File: src/rtl/sonar_tx_frame_pkg.sv
// Shared constants, FSM state encoding and BCD-to-ASCII helper for the sonar transmit stage.
// Optional CR/LF frame suffix is enabled with `define SONAR_TX_CRLF_EN.
package sonar_pkg;

  localparam int N_CHARS = 8;
`ifdef SONAR_TX_CRLF_EN
  localparam int N_FRAME = N_CHARS + 2;
`else
  localparam int N_FRAME = N_CHARS;
`endif

  localparam logic [6:0] ZERO  = 7'h30;
  localparam logic [6:0] COMMA = 7'h2C;
  localparam logic [6:0] HASH  = 7'h23;
  localparam logic [6:0] QMARK = 7'h3F;
  localparam logic [6:0] CR    = 7'h0D;
  localparam logic [6:0] LF    = 7'h0A;

  // Encodings are shown directly on the debug display.
  typedef enum logic [3:0] {
    ST_IDLE = 4'd0,
    ST_LOAD = 4'd1,
    ST_SEND = 4'd2,
    ST_NEXT = 4'd3,
    ST_DONE = 4'd4
  } state_t;

  function automatic logic [6:0] bcd_to_ascii(input logic [3:0] digit);
    if (digit > 4'd9) return QMARK;
    return ZERO + {3'b000, digit};
  endfunction

endpackage

File: src/rtl/sonar_tx_frame_if.sv
// Control and serial-line bundle between the system control unit and the sonar transmit stage.
interface sonar_tx_frame_if;
  // partida is a start pulse honoured only while ocupado is low; the block answers with a
  // single-cycle pronto after the last character, and ignores partida until then (no queuing).
  logic        partida;
  logic [11:0] angulo;
  logic [11:0] distancia;
  logic        saida_serial;
  logic        ocupado;
  logic        pronto;
  logic [3:0]  db_estado;

  modport master (
    output partida, angulo, distancia,
    input  saida_serial, ocupado, pronto, db_estado
  );

  modport slave (
    input  partida, angulo, distancia,
    output saida_serial, ocupado, pronto, db_estado
  );
endinterface

File: src/rtl/sonar_tx_frame_uart_tx_7o2.sv
// UART transmit engine, 7 data bits, odd parity, 2 stop bits; each bit held CLKS_PER_BIT clocks.
module uart_tx_7o2 #(
  parameter int CLKS_PER_BIT = 434
) (
  input  logic       clock,
  input  logic       reset,
  input  logic       start,
  input  logic [6:0] data,
  output logic       saida_serial,
  output logic       fim
);

  localparam int TW = $clog2(CLKS_PER_BIT);
  localparam logic [TW-1:0] TICK_MAX = TW'(CLKS_PER_BIT - 1);

  logic          busy;
  logic [TW-1:0] tick;
  logic [3:0]    bit_cnt;
  logic [9:0]    shreg;

  // bit_cnt names the bit currently on the line: 0 = start, 10 = second stop bit.
  assign fim = busy && (tick == TICK_MAX) && (bit_cnt == 4'd10);

  always_ff @(posedge clock) begin
    if (reset) begin
      saida_serial <= 1'b1;
      busy         <= 1'b0;
      tick         <= '0;
      bit_cnt      <= '0;
      shreg        <= '1;
    end else if (!busy) begin
      if (start) begin
        saida_serial <= 1'b0;
        shreg        <= {2'b11, ~^data, data};
        tick         <= '0;
        bit_cnt      <= '0;
        busy         <= 1'b1;
      end
    end else if (tick == TICK_MAX) begin
      tick <= '0;
      if (bit_cnt == 4'd10) begin
        busy         <= 1'b0;
        saida_serial <= 1'b1;
      end else begin
        bit_cnt      <= bit_cnt + 4'd1;
        saida_serial <= shreg[0];
        shreg        <= {1'b1, shreg[9:1]};
      end
    end else begin
      tick <= tick + 1'b1;
    end
  end

endmodule

File: src/rtl/sonar_tx_frame.sv
// Sonar transmit stage: formats angle/distance BCD readings into an ASCII frame "AAA,DDD#"
// and sends it over a 7O2 UART. `define SONAR_TX_CRLF_EN appends CR LF to each frame.
module sonar_tx_frame
  import sonar_pkg::*;
#(
  parameter int CLKS_PER_BIT = 434
) (
  input  logic              clock,
  input  logic              reset,
  sonar_tx_frame_if.slave   bus
);

  localparam logic [3:0] LAST_IDX = 4'(N_FRAME - 1);

  state_t      state;
  logic [3:0]  idx;
  logic [11:0] ang_q;
  logic [11:0] dist_q;
  logic        pronto_q;
  logic [6:0]  char_sel;
  logic        fim;

  always_comb begin
    char_sel = HASH;
    case (idx)
      4'd0: char_sel = bcd_to_ascii(ang_q[11:8]);
      4'd1: char_sel = bcd_to_ascii(ang_q[7:4]);
      4'd2: char_sel = bcd_to_ascii(ang_q[3:0]);
      4'd3: char_sel = COMMA;
      4'd4: char_sel = bcd_to_ascii(dist_q[11:8]);
      4'd5: char_sel = bcd_to_ascii(dist_q[7:4]);
      4'd6: char_sel = bcd_to_ascii(dist_q[3:0]);
      4'd7: char_sel = HASH;
`ifdef SONAR_TX_CRLF_EN
      4'd8: char_sel = CR;
      4'd9: char_sel = LF;
`endif
      default: char_sel = HASH;
    endcase
  end

  always_ff @(posedge clock) begin
    if (reset) begin
      state    <= ST_IDLE;
      idx      <= '0;
      ang_q    <= '0;
      dist_q   <= '0;
      pronto_q <= 1'b0;
    end else begin
      pronto_q <= 1'b0;
      case (state)
        ST_IDLE: if (bus.partida) begin
          ang_q  <= bus.angulo;
          dist_q <= bus.distancia;
          idx    <= '0;
          state  <= ST_LOAD;
        end
        ST_LOAD: state <= ST_SEND;
        ST_SEND: if (fim) state <= ST_NEXT;
        ST_NEXT: if (idx == LAST_IDX) begin
          state    <= ST_DONE;
          pronto_q <= 1'b1;
        end else begin
          idx   <= idx + 4'd1;
          state <= ST_LOAD;
        end
        ST_DONE: state <= ST_IDLE;
        default: state <= ST_IDLE;
      endcase
    end
  end

  // The engine is idle during LOAD, so the start strobe can come straight from the state.
  uart_tx_7o2 #(.CLKS_PER_BIT(CLKS_PER_BIT)) u_uart (
    .clock        (clock),
    .reset        (reset),
    .start        (state == ST_LOAD),
    .data         (char_sel),
    .saida_serial (bus.saida_serial),
    .fim          (fim)
  );

  assign bus.ocupado   = (state != ST_IDLE);
  assign bus.pronto    = pronto_q;
  assign bus.db_estado = state;

endmodule

File: src/flat_wrapper.sv
// flat-port wrapper written by rule: the top's interface ports become plain ports
module sonar_tx_frame_flat import sonar_pkg::*;
#(
  parameter int CLKS_PER_BIT = 434
)
  (clock, reset, bus_partida, bus_angulo, bus_distancia, bus_saida_serial, bus_ocupado, bus_pronto, bus_db_estado);
  sonar_tx_frame_if bus_i ();
  input  logic clock;
  input  logic reset;
  input wire logic [$bits(bus_i.partida)-1:0] bus_partida;
  input wire logic [$bits(bus_i.angulo)-1:0] bus_angulo;
  input wire logic [$bits(bus_i.distancia)-1:0] bus_distancia;
  output wire logic [$bits(bus_i.saida_serial)-1:0] bus_saida_serial;
  output wire logic [$bits(bus_i.ocupado)-1:0] bus_ocupado;
  output wire logic [$bits(bus_i.pronto)-1:0] bus_pronto;
  output wire logic [$bits(bus_i.db_estado)-1:0] bus_db_estado;
  assign bus_i.partida = bus_partida;
  assign bus_i.angulo = bus_angulo;
  assign bus_i.distancia = bus_distancia;
  assign bus_saida_serial = bus_i.saida_serial;
  assign bus_ocupado = bus_i.ocupado;
  assign bus_pronto = bus_i.pronto;
  assign bus_db_estado = bus_i.db_estado;
  sonar_tx_frame #(.CLKS_PER_BIT(CLKS_PER_BIT)) u_core (.clock(clock), .reset(reset), .bus(bus_i));
endmodule
File: config.mk
export PLATFORM = sky130hd
export DESIGN_NAME = sonar_tx_frame_flat
export DESIGN_NICKNAME = d
export VERILOG_FILES = /design/src/rtl/sonar_tx_frame_pkg.sv /design/src/rtl/sonar_tx_frame_if.sv /design/src/rtl/sonar_tx_frame_uart_tx_7o2.sv /design/src/rtl/sonar_tx_frame.sv /design/src/flat_wrapper.sv
export SDC_FILE = /design/constraint.sdc
export NUM_CORES = 1
export LEC_CHECK = 0
export ABC_AREA = 1
export BUFFER_PORTS_ARGS = -buffer_cell sky130_fd_sc_hd__buf_4
export CAP_MARGIN = 20
export CORE_UTILIZATION = 55
export DETAILED_ROUTE_END_ITERATION = 12
export GPL_TIMING_DRIVEN = 0
export PLACE_DENSITY_LB_ADDON = 0.3
export SYNTH_ARGS = -nofsm -noshare
export SYNTH_HDL_FRONTEND = slang
export SYNTH_SLANG_ARGS = --single-unit
File: constraint.sdc
create_clock -name clock -period 3.75 [get_ports clock]
set_input_delay 0.1875 -clock clock [delete_from_list [all_inputs] [get_ports clock]]
set_output_delay 0.1875 -clock clock [all_outputs]
set_load 0.01 [all_outputs]
==> results.md <==
- Status: completed
- Hold Buf Count CTS: 0
- Critical path type: register to register
- Slowest-stage cell, CP: dfxtp_1
- CP Launch Type: register
- Worst Path Buf+Inv: 3
- Family with the most delay on the worst path: simple AND/OR/NAND/NOR gates
- Cell repeated most along the worst path: nand2_1
- Hold path cells: 3
- FP Rows: 25
- CTS Root Cell: clkbuf_8
- Top cell type's share of synthesized area: 0.384
- Number of synthesized flops with an enable pin: 0
- Critical Path AT: 2.11 ns
- Final Worst Setup Slack: 1.83 ns
- Worst vdd ir: 0.000345 V
- Total CTS buffers: 5
- First-pass GRT wire length: 10800 µm
- Core ar.: 0.00488 mm²
- Final core area utilization: 0.672
- Power Density: 479 mW/mm²
- RR Startpoint: u_core.idx[0]$_SDFFE_PP0P_
- Layout Nets: 496
- Die area: 0.00551 mm²
- Detailed Route WL: 6490 µm
- Area leader, netlist: dfxtp_1
- Final Hold Vio Count: 0
- Setup Viol. Count Final: 0
- Vias per cell: 5.22
- Placer Congestion: 0.952
- Non-filler cells, final: 528
- DP Worst Slack: 1.87 ns
- Critical path peak fanout: 5
- # IOs: 34
- Cells after synthesis: 422
- Die Width: 74.2 µm
- Synth cell count leaders: 103 x nand2_1, 55 x dfxtp_1, 55 x inv_1
- Worst-Skew Late Latency: 0.30 ns
- Vert. Die Dim: 74.2 µm
- CTS tree: yes
- HP Class: primary input to register
- Port bufs: 32
- Reg-to-Reg End: u_core.u_uart.shreg[7]$_SDFFE_PP1P_
- RSZ-0062 raised after global routing: no
- Pins Over Slew Limit: 0
- Post-synthesis mux area share: 0
- Period utilisation layout: 0.513
- Avg WL per Cell: 12.3 µm
- # Max-Cap Violations: 0
- 1st-pass router iterations: 5
- Leakage power: 1.52 nW
- Max Clk Rate: 520 MHz
- Vias in the first global route: 2523
- Yosys reg bits: 55
- Required time worst endpoint: 3.93 ns
- Initial antenna violation count: 0
- Post-CTS Resized: 0
- Worst hold path startpoint: bus_angulo[0]
- Post-Synth Simple-Gate Area: 0.299
- Yosys cell types: 41
- GRT Total Usage: 0.253
- # Post-CTS Setup Buffers: 0
- Initial DRC count: 152
- Most used DFF post-synth: dfxtp_1
- Antenna viol nets, final: 0
- Ys async rst share: 0
- Post-DP Area: 0.00319 mm²
- Clock Sink Count: 55
- Worst Tran Pin Value: 0.530 ns
- Tmin final: 1.92 ns
- Layout area overhead: 14.3%
- Largest family of logic cells by synthesized area: simple AND/OR/NAND/NOR gates
- Setup TNS: 0 ns
- Slew headroom: 0.647
- Syn_nets: 457
- Max Buffers Root-to-Sink: 2
- Max incr delay on CP: 0.36 ns
- Starting density of the core: 0.588
- Post-Synth XOR/XNOR Area: 0.00611
- Cells after DPL: 521
- Synth Area in Adders: 0.0349
- Crit-path cells: inv_1 -> ha_1 -> inv_1 -> nor2_1 -> nand2_1 -> nand2_1 -> nor2_1 -> nand2_1 -> inv_1 -> nand2_1 -> nand2_1 -> nand3_1 -> nand3_1 -> nand2_1 -> nand2_1
- Reg2Reg Depth: 15
- Compound-Gate Fraction of Synth Area: 0.170
- Cell area after synthesis: 0.00287 mm²
- H-tree depth: 2
- Post-synthesis sequential area ratio: 0.384
- Via count: 2756
- Critical path depth: 15
- Dpl hpwl: 5050 µm
- Hold endpoint: u_core.ang_q[0]$_SDFFE_PP0P_
- Most common cell in the synthesized netlist: nand2_1
- CP Capture Type: register
- Reg2reg setup slack: 1.83 ns
- Syn_area_per_cell: 6.80 µm²
- Clock Skew: 0.00822 ns
- DRC violations left: 0
- Hold WS: 0.153 ns
- Overall Power: 1.57 mW
- Global route overflow: 0
- Largest net degree at the start of global routing: 16
- Clock transition at the registers of the reported paths: 0.10 ns
- Ranking of synthesized cells by area: dfxtp_1 38%, nand2_1 13%, a21oi_1 7.3%
- Fill cells: 446
- Layout cells sized above 1: 0.132
- Yosys Warn Count: 0
- Final instance area: 0.00328 mm²
- N_diodes: 0
tightest hold or removal path: cells and delay by family:
| kind | cells | cell delay, ns |
|---|---|---|
| buffers and inverters | 1 | 0.08 |
| AOI/OAI and AO/OA | 2 | 0.15 |
per-layer routing:
| metal | part of all wire | track usage | up-vias |
|---|---|---|---|
| met5 | 0 | 0 | - |
| met4 | 0.010 | 0.0692 | 0 |
| met3 | 0.053 | 0.0488 | 7 |
| met2 | 0.45 | 0.410 | 61 |
| met1 | 0.49 | 0.344 | 1243 |
| li1 | - | - | 1445 |
worst max-delay path by stage:
stage                                           from                             endpoint  slack (ns)
final                     u_core.idx[0]$_SDFFE_PP0P_  u_core.u_uart.shreg[7]$_SDFFE_PP1P_        1.83
after global routing      u_core.idx[0]$_SDFFE_PP0P_  u_core.u_uart.shreg[7]$_SDFFE_PP1P_        1.52
after CTS                 u_core.idx[0]$_SDFFE_PP0P_  u_core.u_uart.shreg[7]$_SDFFE_PP1P_        1.83
after detailed placement  u_core.idx[0]$_SDFFE_PP0P_  u_core.u_uart.shreg[7]$_SDFFE_PP1P_        1.87
after global placement    u_core.idx[0]$_SDFFE_PP0P_  u_core.u_uart.shreg[7]$_SDFFE_PP1P_        1.94
after floorplan           u_core.idx[0]$_SDFFE_PP0P_  u_core.u_uart.shreg[7]$_SDFFE_PP1P_        2.17
power by group:
part | leakage, nW | internal, mW | switching (mW)
clock network | 0.0470 | 0.145 | 0.181
logic | 1.02 | 0.193 | 0.339
registers | 0.451 | 0.666 | 0.0459
total | 1.52 | 1.00 | 0.566
cell families after synthesis:
| logic type | after synthesis |
|---|---|
| flip-flops | 55 |
| other | 1 |
| AND/OR/NAND/NOR | 192 |
| adder cells (fa/ha/maj) | 8 |
| buffers and inverters | 72 |
| AO/OA/AOI/OAI | 92 |
| XOR/XNOR | 2 |
state kept, by name (all words and copies together) (netlist names):
signal                      count
u_core.bus.pronto               1
u_core.u_uart.saida_serial      1
u_core.bus.db_estado            3
u_core.u_uart.busy              1
u_core.idx                      4
u_core.u_uart.bit_cnt           4
u_core.u_uart.shreg             8
u_core.u_uart.tick              9
u_core.ang_q                   12
u_core.dist_q                  12
final cells by class:
type | count | area (µm²) | share of cell area
Buffer | 11 | 66.3 | 0.0202
Clock buffer | 6 | 82.6 | 0.0252
Clock inverter | 1 | 5.00 | 0.00153
Inverter | 61 | 236 | 0.0721
Multi-Input combinational cell | 295 | 1470 | 0.447
Sequential cell | 55 | 1100 | 0.336
Tap cell | 67 | 83.8 | 0.0256
Timing Repair Buffer | 32 | 240 | 0.0732
layout by cell type, fill, tap and decap left out, types with 2 or more instances in the layout:
| cell type | synthesis | routed |
|---|---|---|
| nand2_1 | 103 | 103 |
| inv_1 | 55 | 55 |
| dfxtp_1 | 55 | 55 |
| a21oi_1 | 42 | 42 |
| nor2_1 | 38 | 38 |
| buf_4 | 2 | 34 |
| nand3_1 | 29 | 29 |
| o21ai_0 | 21 | 21 |
| o21ai_1 | 18 | 18 |
| ha_1 | 8 | 8 |
| clkbuf_8 | 0 | 6 |
| nor3_1 | 5 | 5 |
| o211ai_1 | 5 | 5 |
| clkbuf_1 | 4 | 4 |
| inv_2 | 3 | 3 |
| a211oi_1 | 3 | 3 |
| nand2_4 | 2 | 2 |
| buf_2 | 2 | 2 |
| buf_6 | 2 | 2 |
| nand4_1 | 2 | 2 |
| or2_2 | 2 | 2 |
Note: power is estimated with default switching activity, not from simulation.
